<file path="src/rtl/pipe_ctrl_pkg.sv">
// Shared types and constants for the pipeline hazard controller.
package pipe_ctrl_pkg;

  // Sequencer states; encoding is visible on the ctrl_state port.
  typedef enum logic [1:0] {
    RUN        = 2'd0,
    LOAD_STALL = 2'd1,
    MEM_WAIT   = 2'd2,
    FLUSH      = 2'd3
  } state_t;

  // Bit positions inside the decode-stage used_RmRnRd vector.
  localparam int USED_RM = 2;
  localparam int USED_RN = 1;
  localparam int USED_RD = 0;

  // Position of the load flag inside the pipeline control word.
  localparam int LOADS_BIT = 8;

endpackage

</file>
<file path="src/rtl/pipeline_hazard_ctrl_if.sv">
// Bundle between the pipeline datapath (master) and the hazard sequencer (slave).
interface pipeline_hazard_ctrl_if #(
  parameter int PERF_W = 16
);
  logic              dec_valid;
  logic [2:0]        dec_num_Rm;
  logic [2:0]        dec_num_Rn;
  logic [2:0]        dec_num_Rd;
  logic [2:0]        dec_used_RmRnRd;
  logic              rr_loads;
  logic [2:0]        rr_num_Rd;
  logic              mem_req;
  logic              mem_ready;
  logic              branch_taken;
  logic              update_if;
  logic              update_rr;
  logic              update_ex;
  logic              update_mem;
  logic              bubble_rr;
  logic              flush_if;
  logic [1:0]        ctrl_state;
  logic [PERF_W-1:0] perf_stall_cnt;
  logic [PERF_W-1:0] perf_flush_cnt;

  modport master (
    output dec_valid, dec_num_Rm, dec_num_Rn, dec_num_Rd, dec_used_RmRnRd,
           rr_loads, rr_num_Rd, mem_req, mem_ready, branch_taken,
    input  update_if, update_rr, update_ex, update_mem, bubble_rr, flush_if,
           ctrl_state, perf_stall_cnt, perf_flush_cnt
  );

  modport slave (
    input  dec_valid, dec_num_Rm, dec_num_Rn, dec_num_Rd, dec_used_RmRnRd,
           rr_loads, rr_num_Rd, mem_req, mem_ready, branch_taken,
    output update_if, update_rr, update_ex, update_mem, bubble_rr, flush_if,
           ctrl_state, perf_stall_cnt, perf_flush_cnt
  );
endinterface

</file>
<file path="src/rtl/pipeline_hazard_ctrl_hazard_cmp.sv">
// Load-use detector: a load in readreg whose destination is read by decode.
module hazard_cmp
  import pipe_ctrl_pkg::*;
(
  input  logic       dec_valid,
  input  logic [2:0] num_rm,
  input  logic [2:0] num_rn,
  input  logic [2:0] num_rd,
  input  logic [2:0] used,
  input  logic       rr_loads,
  input  logic [2:0] rr_num_rd,
  output logic       hazard
);

  assign hazard = dec_valid & rr_loads &
                  ((used[USED_RM] & (num_rm == rr_num_rd)) |
                   (used[USED_RN] & (num_rn == rr_num_rd)) |
                   (used[USED_RD] & (num_rd == rr_num_rd)));

endmodule

</file>
<file path="src/rtl/pipeline_hazard_ctrl.sv">
// Pipeline hazard sequencer: stage update enables, readreg bubbles and
// fetch flushes for load-use hazards, memory waits and taken branches.
// Optional performance counters are built when HAZARD_PERF_CNT_EN is defined.
module pipeline_hazard_ctrl
  import pipe_ctrl_pkg::*;
#(
  parameter int LOAD_USE_CYCLES = 1,
  parameter int PERF_W          = 16
) (
  input  logic                    clk,
  input  logic                    rst,
  pipeline_hazard_ctrl_if.slave   bus
);

  localparam logic [1:0] STALL_INIT = 2'(LOAD_USE_CYCLES - 1);

  state_t     state, state_d;
  logic [1:0] cnt, cnt_d;
  logic       pend, pend_d;
  logic       hazard, mem_stall;
  logic       upd_if, upd_back, bub, fl;

  hazard_cmp u_cmp (
    .dec_valid (bus.dec_valid),
    .num_rm    (bus.dec_num_Rm),
    .num_rn    (bus.dec_num_Rn),
    .num_rd    (bus.dec_num_Rd),
    .used      (bus.dec_used_RmRnRd),
    .rr_loads  (bus.rr_loads),
    .rr_num_rd (bus.rr_num_Rd),
    .hazard    (hazard)
  );

  assign mem_stall = bus.mem_req & ~bus.mem_ready;

  // State, stall counter and pending-branch flag registers.
  always_ff @(posedge clk) begin
    // NOTE: sequential state uses non-blocking assignments so every flop
    // samples the pre-edge values regardless of statement order.
    if (!rst) begin
      state <= RUN;
      cnt   <= 2'd0;
      pend  <= 1'b0;
    end else begin
      state <= state_d;
      cnt   <= cnt_d;
      pend  <= pend_d;
    end
  end

  // Next-state and output decode; priority mem_stall > branch > hazard.
  always_comb begin
    // NOTE: every output gets a default first so no path infers a latch.
    state_d  = state;
    cnt_d    = cnt;
    pend_d   = pend;
    upd_if   = 1'b0;
    upd_back = 1'b0;
    bub      = 1'b0;
    fl       = 1'b0;
    unique case (state)
      RUN, FLUSH: begin
        if (mem_stall) begin
          state_d = MEM_WAIT;
          pend_d  = bus.branch_taken;
        end else if (bus.branch_taken) begin
          {upd_if, upd_back, bub, fl} = 4'b1111;
          state_d = FLUSH;
        end else if (state == FLUSH) begin
          // Second younger instruction is dropped; its hazard is moot.
          {upd_if, upd_back, bub} = 3'b111;
          state_d = RUN;
        end else if (hazard) begin
          {upd_back, bub} = 2'b11;
          cnt_d   = STALL_INIT;
          state_d = (LOAD_USE_CYCLES > 1) ? LOAD_STALL : RUN;
        end else begin
          {upd_if, upd_back} = 2'b11;
        end
      end
      LOAD_STALL: begin
        if (mem_stall) begin
          state_d = MEM_WAIT;
          cnt_d   = 2'd0;
          pend_d  = bus.branch_taken;
        end else if (bus.branch_taken) begin
          {upd_if, upd_back, bub, fl} = 4'b1111;
          cnt_d   = 2'd0;
          state_d = FLUSH;
        end else begin
          {upd_back, bub} = 2'b11;
          // Leave once the decremented count reaches zero.
          cnt_d   = (cnt != 2'd0) ? cnt - 2'd1 : 2'd0;
          state_d = (cnt <= 2'd1) ? RUN : LOAD_STALL;
        end
      end
      MEM_WAIT: begin
        if (bus.mem_ready) begin
          {upd_if, upd_back} = 2'b11;
          pend_d = 1'b0;
          if (pend | bus.branch_taken) begin
            {bub, fl} = 2'b11;
            state_d   = FLUSH;
          end else begin
            state_d = RUN;
          end
        end else begin
          pend_d = pend | bus.branch_taken;
        end
      end
      default: state_d = RUN;
    endcase
    // Reset freezes every stage regardless of state.
    if (!rst) begin
      upd_if   = 1'b0;
      upd_back = 1'b0;
      bub      = 1'b0;
      fl       = 1'b0;
    end
  end

  assign bus.update_if  = upd_if;
  assign bus.update_rr  = upd_back;
  assign bus.update_ex  = upd_back;
  assign bus.update_mem = upd_back;
  assign bus.bubble_rr  = bub;
  assign bus.flush_if   = fl;
  assign bus.ctrl_state = state;

`ifdef HAZARD_PERF_CNT_EN
  logic [PERF_W-1:0] stall_cnt, flush_cnt;

  // Saturating counters of frozen-fetch cycles and fetch flushes.
  always_ff @(posedge clk) begin
    if (!rst) begin
      stall_cnt <= '0;
      flush_cnt <= '0;
    end else begin
      if (!upd_if && (stall_cnt != '1)) stall_cnt <= stall_cnt + PERF_W'(1);
      if (fl && (flush_cnt != '1))      flush_cnt <= flush_cnt + PERF_W'(1);
    end
  end

  assign bus.perf_stall_cnt = stall_cnt;
  assign bus.perf_flush_cnt = flush_cnt;
`else
  assign bus.perf_stall_cnt = '0;
  assign bus.perf_flush_cnt = '0;
`endif

endmodule

</file>
<file path="src/flat_wrapper.sv">
// flat-port wrapper written by rule: the top's interface ports become plain ports
module pipeline_hazard_ctrl_flat import pipe_ctrl_pkg::*;
#(
  parameter int LOAD_USE_CYCLES = 1,
  parameter int PERF_W          = 16
)
  (clk, rst, bus_dec_valid, bus_dec_num_Rm, bus_dec_num_Rn, bus_dec_num_Rd, bus_dec_used_RmRnRd, bus_rr_loads, bus_rr_num_Rd, bus_mem_req, bus_mem_ready, bus_branch_taken, bus_update_if, bus_update_rr, bus_update_ex, bus_update_mem, bus_bubble_rr, bus_flush_if, bus_ctrl_state, bus_perf_stall_cnt, bus_perf_flush_cnt);
  pipeline_hazard_ctrl_if #(.PERF_W(PERF_W)) bus_i ();
  input  logic clk;
  input  logic rst;
  input wire logic [$bits(bus_i.dec_valid)-1:0] bus_dec_valid;
  input wire logic [$bits(bus_i.dec_num_Rm)-1:0] bus_dec_num_Rm;
  input wire logic [$bits(bus_i.dec_num_Rn)-1:0] bus_dec_num_Rn;
  input wire logic [$bits(bus_i.dec_num_Rd)-1:0] bus_dec_num_Rd;
  input wire logic [$bits(bus_i.dec_used_RmRnRd)-1:0] bus_dec_used_RmRnRd;
  input wire logic [$bits(bus_i.rr_loads)-1:0] bus_rr_loads;
  input wire logic [$bits(bus_i.rr_num_Rd)-1:0] bus_rr_num_Rd;
  input wire logic [$bits(bus_i.mem_req)-1:0] bus_mem_req;
  input wire logic [$bits(bus_i.mem_ready)-1:0] bus_mem_ready;
  input wire logic [$bits(bus_i.branch_taken)-1:0] bus_branch_taken;
  output wire logic [$bits(bus_i.update_if)-1:0] bus_update_if;
  output wire logic [$bits(bus_i.update_rr)-1:0] bus_update_rr;
  output wire logic [$bits(bus_i.update_ex)-1:0] bus_update_ex;
  output wire logic [$bits(bus_i.update_mem)-1:0] bus_update_mem;
  output wire logic [$bits(bus_i.bubble_rr)-1:0] bus_bubble_rr;
  output wire logic [$bits(bus_i.flush_if)-1:0] bus_flush_if;
  output wire logic [$bits(bus_i.ctrl_state)-1:0] bus_ctrl_state;
  output wire logic [$bits(bus_i.perf_stall_cnt)-1:0] bus_perf_stall_cnt;
  output wire logic [$bits(bus_i.perf_flush_cnt)-1:0] bus_perf_flush_cnt;
  assign bus_i.dec_valid = bus_dec_valid;
  assign bus_i.dec_num_Rm = bus_dec_num_Rm;
  assign bus_i.dec_num_Rn = bus_dec_num_Rn;
  assign bus_i.dec_num_Rd = bus_dec_num_Rd;
  assign bus_i.dec_used_RmRnRd = bus_dec_used_RmRnRd;
  assign bus_i.rr_loads = bus_rr_loads;
  assign bus_i.rr_num_Rd = bus_rr_num_Rd;
  assign bus_i.mem_req = bus_mem_req;
  assign bus_i.mem_ready = bus_mem_ready;
  assign bus_i.branch_taken = bus_branch_taken;
  assign bus_update_if = bus_i.update_if;
  assign bus_update_rr = bus_i.update_rr;
  assign bus_update_ex = bus_i.update_ex;
  assign bus_update_mem = bus_i.update_mem;
  assign bus_bubble_rr = bus_i.bubble_rr;
  assign bus_flush_if = bus_i.flush_if;
  assign bus_ctrl_state = bus_i.ctrl_state;
  assign bus_perf_stall_cnt = bus_i.perf_stall_cnt;
  assign bus_perf_flush_cnt = bus_i.perf_flush_cnt;
  pipeline_hazard_ctrl #(.LOAD_USE_CYCLES(LOAD_USE_CYCLES), .PERF_W(PERF_W)) u_core (.clk(clk), .rst(rst), .bus(bus_i));
endmodule
</file>
<file path="config.mk">
export PLATFORM = sky130hd
export DESIGN_NAME = pipeline_hazard_ctrl_flat
export DESIGN_NICKNAME = d
export VERILOG_FILES = /design/src/rtl/pipe_ctrl_pkg.sv /design/src/rtl/pipeline_hazard_ctrl_if.sv /design/src/rtl/pipeline_hazard_ctrl_hazard_cmp.sv /design/src/rtl/pipeline_hazard_ctrl.sv /design/src/flat_wrapper.sv
export SDC_FILE = /design/constraint.sdc
export NUM_CORES = 1
export LEC_CHECK = 0
export ABC_AREA = 1
export CAP_MARGIN = 5
export CORE_MARGIN = 10
export CORE_UTILIZATION = 34
export CTS_BUF_LIST = sky130_fd_sc_hd__clkbuf_8
export DETAILED_ROUTE_END_ITERATION = 16
export PLACE_DENSITY = 0.79
export SYNTH_ARGS = -nofsm -noshare
export SYNTH_HDL_FRONTEND = slang
export SYNTH_HIERARCHICAL = 1
export SYNTH_SLANG_ARGS = --single-unit
</file>
<file path="constraint.sdc">
create_clock -name clk -period 1.24 [get_ports clk]
set_input_delay 0.124 -clock clk [delete_from_list [all_inputs] [get_ports clk]]
set_output_delay 0.124 -clock clk [all_outputs]
set_load 0.02 [all_outputs]
</file>
Word-level counts from Yosys, hierarchy flattened. Cells that the tools add are included.

Output and inout port bits: 40. Logic and storage cells: 77. Input bits: 22. Bits in registers: 5.

Order comparisons: 1. Add/sub/neg operators: 1. Multiplexer cells: 42. Bitwise operators: 10. Reductions and logical operators: 7. Equal/unequal tests: 13.

Operator list (count): two-way mux 2 bit (14); two-way mux 1 bit (21); equality test 3 bit (3); inequality test 2 bit, second input constant (4); AND 1 bit (6); case mux 1 bit (2 select lines) (3); case mux 1 bit (3 select lines) (2); case mux 2 bit (3 select lines) (1); inequality test 5 x 2 -> 1 bit, second input constant (1); AND reduction 5 bit (1); equality test 2 bit, second input constant (2); inequality test 2 x 1 -> 1 bit, second input constant (2); case mux 2 bit (2 select lines) (1); nonzero test 2 bit (2); OR 1 bit (3); OR reduction 3 bit (1); equality test 2 x 1 -> 1 bit, second input constant (1); less-or-equal comparator 2 x 1 -> 1 bit, second input constant (1); zero test 2 bit (1); AND reduction 2 bit (1); OR reduction 2 bit (1); subtractor 2 x 1 -> 2 bit, second input constant (1); NOT 1 bit (1).

Logic depth before layout (Yosys ltp). Gate-level depths: netlist of run 1.

Depth after elaboration: 11. Depth in mapped cells: 15. Depth with buffers taken out: 15.

By module. Netlist of run 1, hierarchy kept.

By module, submodules not included: pipeline_hazard_ctrl (times used 1, sequential area each 100.1 um^2, cells an instance 119, area each 763.2 um^2); hazard_cmp (times used 1, sequential area each 0.0 um^2, cells an instance 52, area each 198.9 um^2).

Worst setup path after synthesis of run 1. OpenSTA, ideal clock, no wires.

Path kind: reg2out. Start: register u_core.state[0] (netlist: u_core/bus.ctrl_state[0]). End: output bus_update_mem. Setup slack: -427 ps. Path buffers: 1. Cell stages (with the launch flop): 7. Data arrival time: 1543 ps. Cells stage by stage: dfxtp_1 > inv_1 > ha_1 > nand2_1 > nand2_1 > nor2_1 > buf_4.

Cells in the longest elaborated chain, start to end: 4. Elaborated cells between the ends (all ways): 7. Classes of those cells: 3 x eq/ne; 2 x mux; 2 x reduce/logical.

RTL lines: from (decl) (RTL line pipeline_hazard_ctrl.sv:17) `state_t state, state_d;`; from (signal assigned) (RTL line pipeline_hazard_ctrl.sv:45) `state <= state_d;`; equality test 2 x 1 -> 1 bit, or another cell as far along (RTL line pipeline_hazard_ctrl.sv:61) `unique case (state)`; OR reduction 3 bit (no line); case mux 1 bit (2 select lines) (*) (RTL line pipeline_hazard_ctrl.sv:61); two-way mux 1 bit (*) (RTL line pipeline_hazard_ctrl.sv:114) `if (!rst) begin`; to (decl) (RTL line flat_wrapper.sv:24) `output wire logic [$bits(bus_i.update_mem)-1:0] bus_update_mem;`.

Every way passes the cells marked *; elsewhere a longest branch is shown, timed or not.

Final worst setup path of run 1.
Start: register u_core.state[0] (netlist: u_core/bus.ctrl_state[0]). End: output bus_update_if.

Cells in the longest elaborated chain, start to end: 6. Elaborated cells between the ends (all ways): 10. Classes of those cells: 3 x eq/ne; 5 x mux; 2 x reduce/logical.

RTL lines: equality test 2 bit (RTL line pipeline_hazard_ctrl.sv:61, pipeline_hazard_ctrl.sv:69); two-way mux 1 bit (RTL line pipeline_hazard_ctrl.sv:69) `end else if (state == FLUSH) begin`; two-way mux 1 bit (RTL line pipeline_hazard_ctrl.sv:66) `end else if (bus.branch_taken) begin`; two-way mux 1 bit (RTL line pipeline_hazard_ctrl.sv:63) `if (mem_stall) begin`; case mux 1 bit (3 select lines) (*) (RTL line pipeline_hazard_ctrl.sv:61); two-way mux 1 bit (*) (RTL line pipeline_hazard_ctrl.sv:114); to (decl) (RTL line flat_wrapper.sv:21) `output wire logic [$bits(bus_i.update_if)-1:0] bus_update_if;`.

Marks and branches as above.

==> results of run 1 <==
==> flip-flops by register name (all words and copies together), names as in the netlist <==
name	count
u_core/bus.ctrl_state	2
u_core/cnt	2
u_core/pend	1
==> metal layers <==
metal,up-vias,GRT usage [%],share of wire [%]
li1,541,-,-
met1,428,10.4,40
met2,40,17.3,49
met3,4,3.40,9.4
met4,0,5.06,1.7
met5,-,0,0
==> repair_timing <==
| item | in CTS | in global routing |
|---|---|---|
| pin swaps | 37 | 21 |
| gates resized for setup | 86 | 33 |
| endpoints found under the hold margin | 0 | 0 |
| endpoints found under the setup margin | 12 | 11 |
| setup buffers | 3 | 2 |
==> path summary, 6_finish.rpt <==
kind                             from                  endpoint  cells after the start  slack, ns
max          u_core/bus.ctrl_state[0]             bus_update_if                      7      -0.26
min                  bus_branch_taken               u_core/pend                      4       0.49
max reg2reg  u_core/bus.ctrl_state[0]  u_core/bus.ctrl_state[0]                      9      -0.22
min reg2reg             u_core/cnt[0]             u_core/cnt[0]                      2       0.52
==> kinds of logic (layout without fill, tap and decap cells) <==
family          count (synthesis)  in the layout  synth area share [%]
simple gates                   90             90                  40.3
buf+inv                        63             83                  39.0
compound gates                  9              9                  5.98
flops                           5              5                  10.4
fa+ha+maj                       3              3                  3.90
other cells                     1             32                 0.390
==> through the flow <==
step | worst slack [ns] | power (mW) | hold WS (ns)
5_1_grt | -0.332 | 2.63 | 0.537
6_report | -0.256 | 2.44 | 0.489
3_3_place_gp | -1.07 | 1.79 | 0.507
4_1_cts | -0.255 | 2.22 | 0.515
3_5_place_dp | -1.09 | 1.81 | 0.506
2_1_floorplan | -0.109 | 1.33 | 0.235
==> synth_stat cells, types with 2 or more instances <==
| cell | instances | area [um^2] |
|---|---|---|
| nand2_4 | 3 | 33.8 |
| o21ai_0 | 2 | 10.0 |
| ha_1 | 3 | 37.5 |
| dfxtp_1 | 5 | 100 |
| nand2_1 | 47 | 176 |
| inv_1 | 23 | 86.3 |
| nand3_1 | 9 | 45.0 |
| a21oi_1 | 5 | 25.0 |
| inv_2 | 4 | 15.0 |
| buf_4 | 35 | 263 |
| nor2_1 | 26 | 97.6 |
==> power by group <==
group	internal (mW)	total, mW	switching [mW]
combinational	0.892	1.84	0.949
clock	0.213	0.297	0.0842
sequential	0.230	0.302	0.0720
==> area by class of cell <==
type | instances | area share (%)
clock buffer | 3 | 2.82
clock inverter | 1 | 0.256
inverter | 27 | 7.09
multi-input combinational | 134 | 50.7
sequential | 5 | 7.35
tap | 31 | 2.65
timing repair buffer | 52 | 29.1
==> critical path: stages, from the launching register on <==
cell and delay, ns:
dfxtp_4 0.38, inv_4 0.04, ha_4 0.30, nand2_4 0.05, o22ai_2 0.09, nor2_1 0.07, nor2_2 0.09, buf_6 0.12
==> impl_metrics.env, run 1 <==
export IMPL_root_buffer="clkbuf_8"
export IMPL_p_leak_nw=0.863
export IMPL_final_layout_size_suffix_gt1_share_pct=38.3
export IMPL_area_growth_syn_to_layout_pct=52.1
export IMPL_finClkSkew_ns=0.00192
export IMPL_place_area_um2=1320
export IMPL_regArea_um2=108
export IMPL_final_nets=248
export IMPL_setup_ws_ns=-0.256
export IMPL_die_h_um=73.2
export IMPL_yosysSeqAreaShare_pct=10.4
export IMPL_stdcell_count=253
export IMPL_slew_viol_final=0
export IMPL_viasPerCell=4.00
export IMPL_rsz0062_at_grt="yes"
export IMPL_clk_path_buf_depth=2
export IMPL_overflow=0
export IMPL_drt_pass1_iterations=4
export IMPL_drt_wl_total_um=2710
export IMPL_cts_made_buffers=3
export IMPL_rows=19
export IMPL_core_area_um2=2730
export IMPL_synth_distinct_cells=20
export IMPL_hold_viol_final=0
export IMPL_arrival_ns=1.37
export IMPL_grt_max_degree=7
export IMPL_syn_inst=171
export IMPL_final_common_cell="nand2_1"
export IMPL_die_w_um=73.2
export IMPL_num_antenna_cells=0
export IMPL_async_reset_ff_share_pct=0
export IMPL_routedWlPerCell_um=10.7
export IMPL_cts_tree="done"
export IMPL_drc_errors=0
export IMPL_max_freq_mhz=669
export IMPL_final_cell_mix="nand2_1, conb_1, buf_4"
export IMPL_first_global_vias=1029
export IMPL_end_kind="output pin"
export IMPL_crit_fanout=5
export IMPL_ir_worst_vdd_v=0.00121
export IMPL_htree_levels=1
export IMPL_drv_cap=0
export IMPL_tns_ns=-2.01
export IMPL_synth_edf_count=0
export IMPL_gp_congestion=0.849
export IMPL_dp_cells=245
export IMPL_antenna_found_initial=0
export IMPL_yosys_warnings=6
export IMPL_grt_usage_pct=9.98
export IMPL_synth_seq_cells=5
export IMPL_syn_cell_area_um2=962
export IMPL_vias=1013
export IMPL_synth_flop_cell="dfxtp_1"
export IMPL_hold_buffers=0
export IMPL_multi_input_comb_area_um2=742
export IMPL_postLayoutCellArea_um2=1460
export IMPL_finalCritPeriodShare_pct=121
export IMPL_die_area_um2=5360
export IMPL_drtIter0Drc=38
export IMPL_final_util_pct=53.5
export IMPL_grt_pass1_wl_um=4260
export IMPL_io_pins=62
export IMPL_clock_sinks=5
export IMPL_fill_cells=274
export IMPL_place_hpwl_um=2220
export IMPL_hp_class="in -> reg"
export IMPL_synth_area_per_cell_um2=5.63
export IMPL_initial_utilization_pct=35.2
export IMPL_clkLatencyLatePin_ns=0.22
export IMPL_crit_type="reg -> out"
export IMPL_port_buffers=29
export IMPL_required_ns=1.12
export IMPL_violations="setup timing"
export IMPL_fin_crit_ns=1.50
export IMPL_drtAntennaViolNets=0
export IMPL_powerDensity_nw_per_um2=1670
export IMPL_setup_viol=10
export IMPL_startpoint_type="flip-flop"
export IMPL_clk_pin_slew_ns=0.03
export IMPL_outcome="finished with violations"
Note: power is estimated with default switching activity, not from simulation.
==> run 2: changes to the inputs <==
- ABC_AREA: 1 -> not set
- CORE_ASPECT_RATIO: not set -> 0.5
- CORE_UTILIZATION: 34 -> 31
- CTS_BUF_LIST: sky130_fd_sc_hd__clkbuf_8 -> not set
- PLACE_DENSITY: 0.79 -> 0.76
==> run 2 against run 1 <==
Against the previous run: highest routed layer unchanged; utilization grew 5.8 points; the run still ends with setup timing left; cell count decreased by 19%; global-route usage is 1.7 points higher; sequential share of layout area down 0.43 points.
==> impl_metrics.env, run 2 <==
export IMPL_cts_made_buffers=3
export IMPL_startpoint_type="flip-flop"
export IMPL_setup_ws_ns=-0.433
export IMPL_drc_errors=0
export IMPL_num_antenna_cells=0
export IMPL_required_ns=1.12
export IMPL_grt_usage_pct=11.7
export IMPL_drtAntennaViolNets=0
export IMPL_port_buffers=29
export IMPL_overflow=0
export IMPL_htree_levels=1
export IMPL_clk_pin_slew_ns=0.04
export IMPL_synth_seq_cells=5
export IMPL_crit_chain="inv_2 -> ha_4 -> buf_6 -> a221o_1 -> a21oi_4 -> buf_6"
export IMPL_syn_inst=115
export IMPL_cts_tree="done"
export IMPL_first_global_vias=1117
export IMPL_gp_congestion=0.883
export IMPL_cpMostUsedCell="buf_6"
export IMPL_syn_cell_area_um2=860
export IMPL_synth_area_per_cell_um2=7.47
export IMPL_die_h_um=57.2
export IMPL_clk_path_buf_depth=2
export IMPL_place_hpwl_um=2390
export IMPL_max_freq_mhz=598
export IMPL_slew_viol_final=0
export IMPL_drt_pass1_iterations=4
export IMPL_synthTopCellsByArea="buf_4, dfxtp_1, xnor2_1, ha_1, a21oi_1"
export IMPL_outcome="finished with violations"
export IMPL_crit_path_max_incr_delay_ns=0.37
export IMPL_synth_top_area_share_pct=29.7
export IMPL_synth_flop_cell="dfxtp_1"
export IMPL_slowest_stage="dfxtp_4"
export IMPL_rsz0062_at_grt="yes"
export IMPL_critical_path_top_delay_family="compound AO/OA/AOI/OAI gates"
export IMPL_final_layout_size_suffix_gt1_share_pct=52.7
export IMPL_end_kind="output pin"
export IMPL_yosys_warnings=6
export IMPL_hp_class="reg -> reg"
export IMPL_die_area_um2=5410
export IMPL_vias=949
export IMPL_finClkSkew_ns=0.000207
export IMPL_final_cell_mix="conb_1, buf_4, buf_6"
export IMPL_crit_type="reg -> out"
export IMPL_violations="setup timing"
export IMPL_grt_pass1_wl_um=5200
export IMPL_synth_distinct_cells=34
export IMPL_synthTopCellsByCount="buf_4, xnor2_1, inv_1, a21oi_1"
export IMPL_dp_cells=196
export IMPL_async_reset_ff_share_pct=0
export IMPL_final_util_pct=59.3
export IMPL_drv_cap=0
export IMPL_core_area_um2=2620
export IMPL_fin_crit_ns=1.67
export IMPL_synth_top_area_cell="buf_4"
export IMPL_io_pins=62
export IMPL_setup_viol=11
export IMPL_arrival_ns=1.55
export IMPL_final_common_cell="conb_1"
export IMPL_root_buffer="clkbuf_8"
export IMPL_powerDensity_nw_per_um2=1570
export IMPL_yosysSeqAreaShare_pct=11.6
export IMPL_stdcell_count=204
export IMPL_finalCritPeriodShare_pct=135
export IMPL_synth_edf_count=0
export IMPL_hold_viol_final=0
export IMPL_viasPerCell=4.65
export IMPL_drt_wl_total_um=3380
export IMPL_antenna_found_initial=0
export IMPL_ir_worst_vdd_v=0.000656
export IMPL_initial_utilization_pct=32.8
export IMPL_synthMostInstantiatedCell="buf_4"
export IMPL_drtIter0Drc=65
export IMPL_die_w_um=94.5
export IMPL_grt_max_degree=9
export IMPL_clock_sinks=5
export IMPL_area_growth_syn_to_layout_pct=80.8
export IMPL_p_leak_nw=0.710
export IMPL_routedWlPerCell_um=16.6
export IMPL_rows=13
export IMPL_path_buf_inv=3
export IMPL_clkLatencyLatePin_ns=0.23
export IMPL_crit_fanout=4
export IMPL_final_nets=193
## run 2: per-layer routing
metal | wire length, um | vias up | GRT usage, % | part of all wire, %
li1 | - | 441 | - | -
met1 | 1350 | 448 | 12.0 | 40
met2 | 1690 | 55 | 21.5 | 50
met3 | 304 | 5 | 4.56 | 9.0
met4 | 39 | 0 | 4.03 | 1.2
met5 | 0 | - | 0 | 0
## run 2: what timing repair did
item	in CTS	in global routing
endpoints found under the setup margin	13	11
setup buffers	11	1
hold buffers	0	0
gates cloned	0	0
gates resized for setup	125	19
pin swaps	24	10
## run 2: path summary, 6_finish.rpt
| check | slack, ns | start | end | depth (start not counted) |
|---|---|---|---|---|
| worst max-delay path | -0.43 | u_core/bus.ctrl_state[0] | bus_bubble_rr | 6 |
| worst min-delay path | 0.48 | u_core/cnt[1] | u_core/cnt[1] | 2 |
| worst max register to register | -0.29 | u_core/bus.ctrl_state[0] | u_core/bus.ctrl_state[0] | 6 |
| worst min register to register | 0.48 | u_core/cnt[1] | u_core/cnt[1] | 2 |
## run 2: power by group
part           leakage [nW]  total [mW]  internal, mW  switching, mW
clock                0.0255       0.322         0.218          0.105
combinational         0.642        1.85         0.912          0.933
sequential           0.0421       0.279         0.219         0.0601
total                 0.710        2.45          1.35           1.10
## run 2: cell type report
| cell class | count | area [um^2] |
|---|---|---|
| clock buffer | 3 | 41.3 |
| clock inverter | 1 | 5.00 |
| fill | 216 | 1060 |
| inverter | 7 | 26.3 |
| multi-input combinational | 96 | 812 |
| sequential | 5 | 108 |
| tap | 37 | 46.3 |
| timing repair buffer | 55 | 515 |
## run 2: tightest hold or removal path, delay by kind of cell (launching register included)
kind             cells  cell delay [ns]
AND/OR/NAND/NOR      1             0.08
flip-flops           1             0.31
AO/OA/AOI/OAI        1             0.04
## run 2: cells by family after synthesis
family,count (synthesis),share of synthesized area (%)
simple gates,28,17.8
fa+ha+maj,3,4.37
xor+xnor,9,9.17
buf+inv,45,35.5
flops,5,11.6
compound gates,24,21.1
other cells,1,0.436
## run 2: metrics by stage
step | TNS [ns] | instance area (um^2) | hold WS, ns | power, mW | setup WS, ns
after global routing | -3.92 | 1550 | 0.498 | 2.58 | -0.478
after CTS | -3.37 | 1490 | 0.465 | 2.35 | -0.452
after global placement | -7.99 | 1270 | 0.439 | 1.77 | -1.26
after detailed placement | -8.25 | 1270 | 0.460 | 1.82 | -1.28
final | -3.30 | 1550 | 0.477 | 2.45 | -0.433
after floorplan | -1.49 | 1080 | 0.245 | 1.33 | -0.238
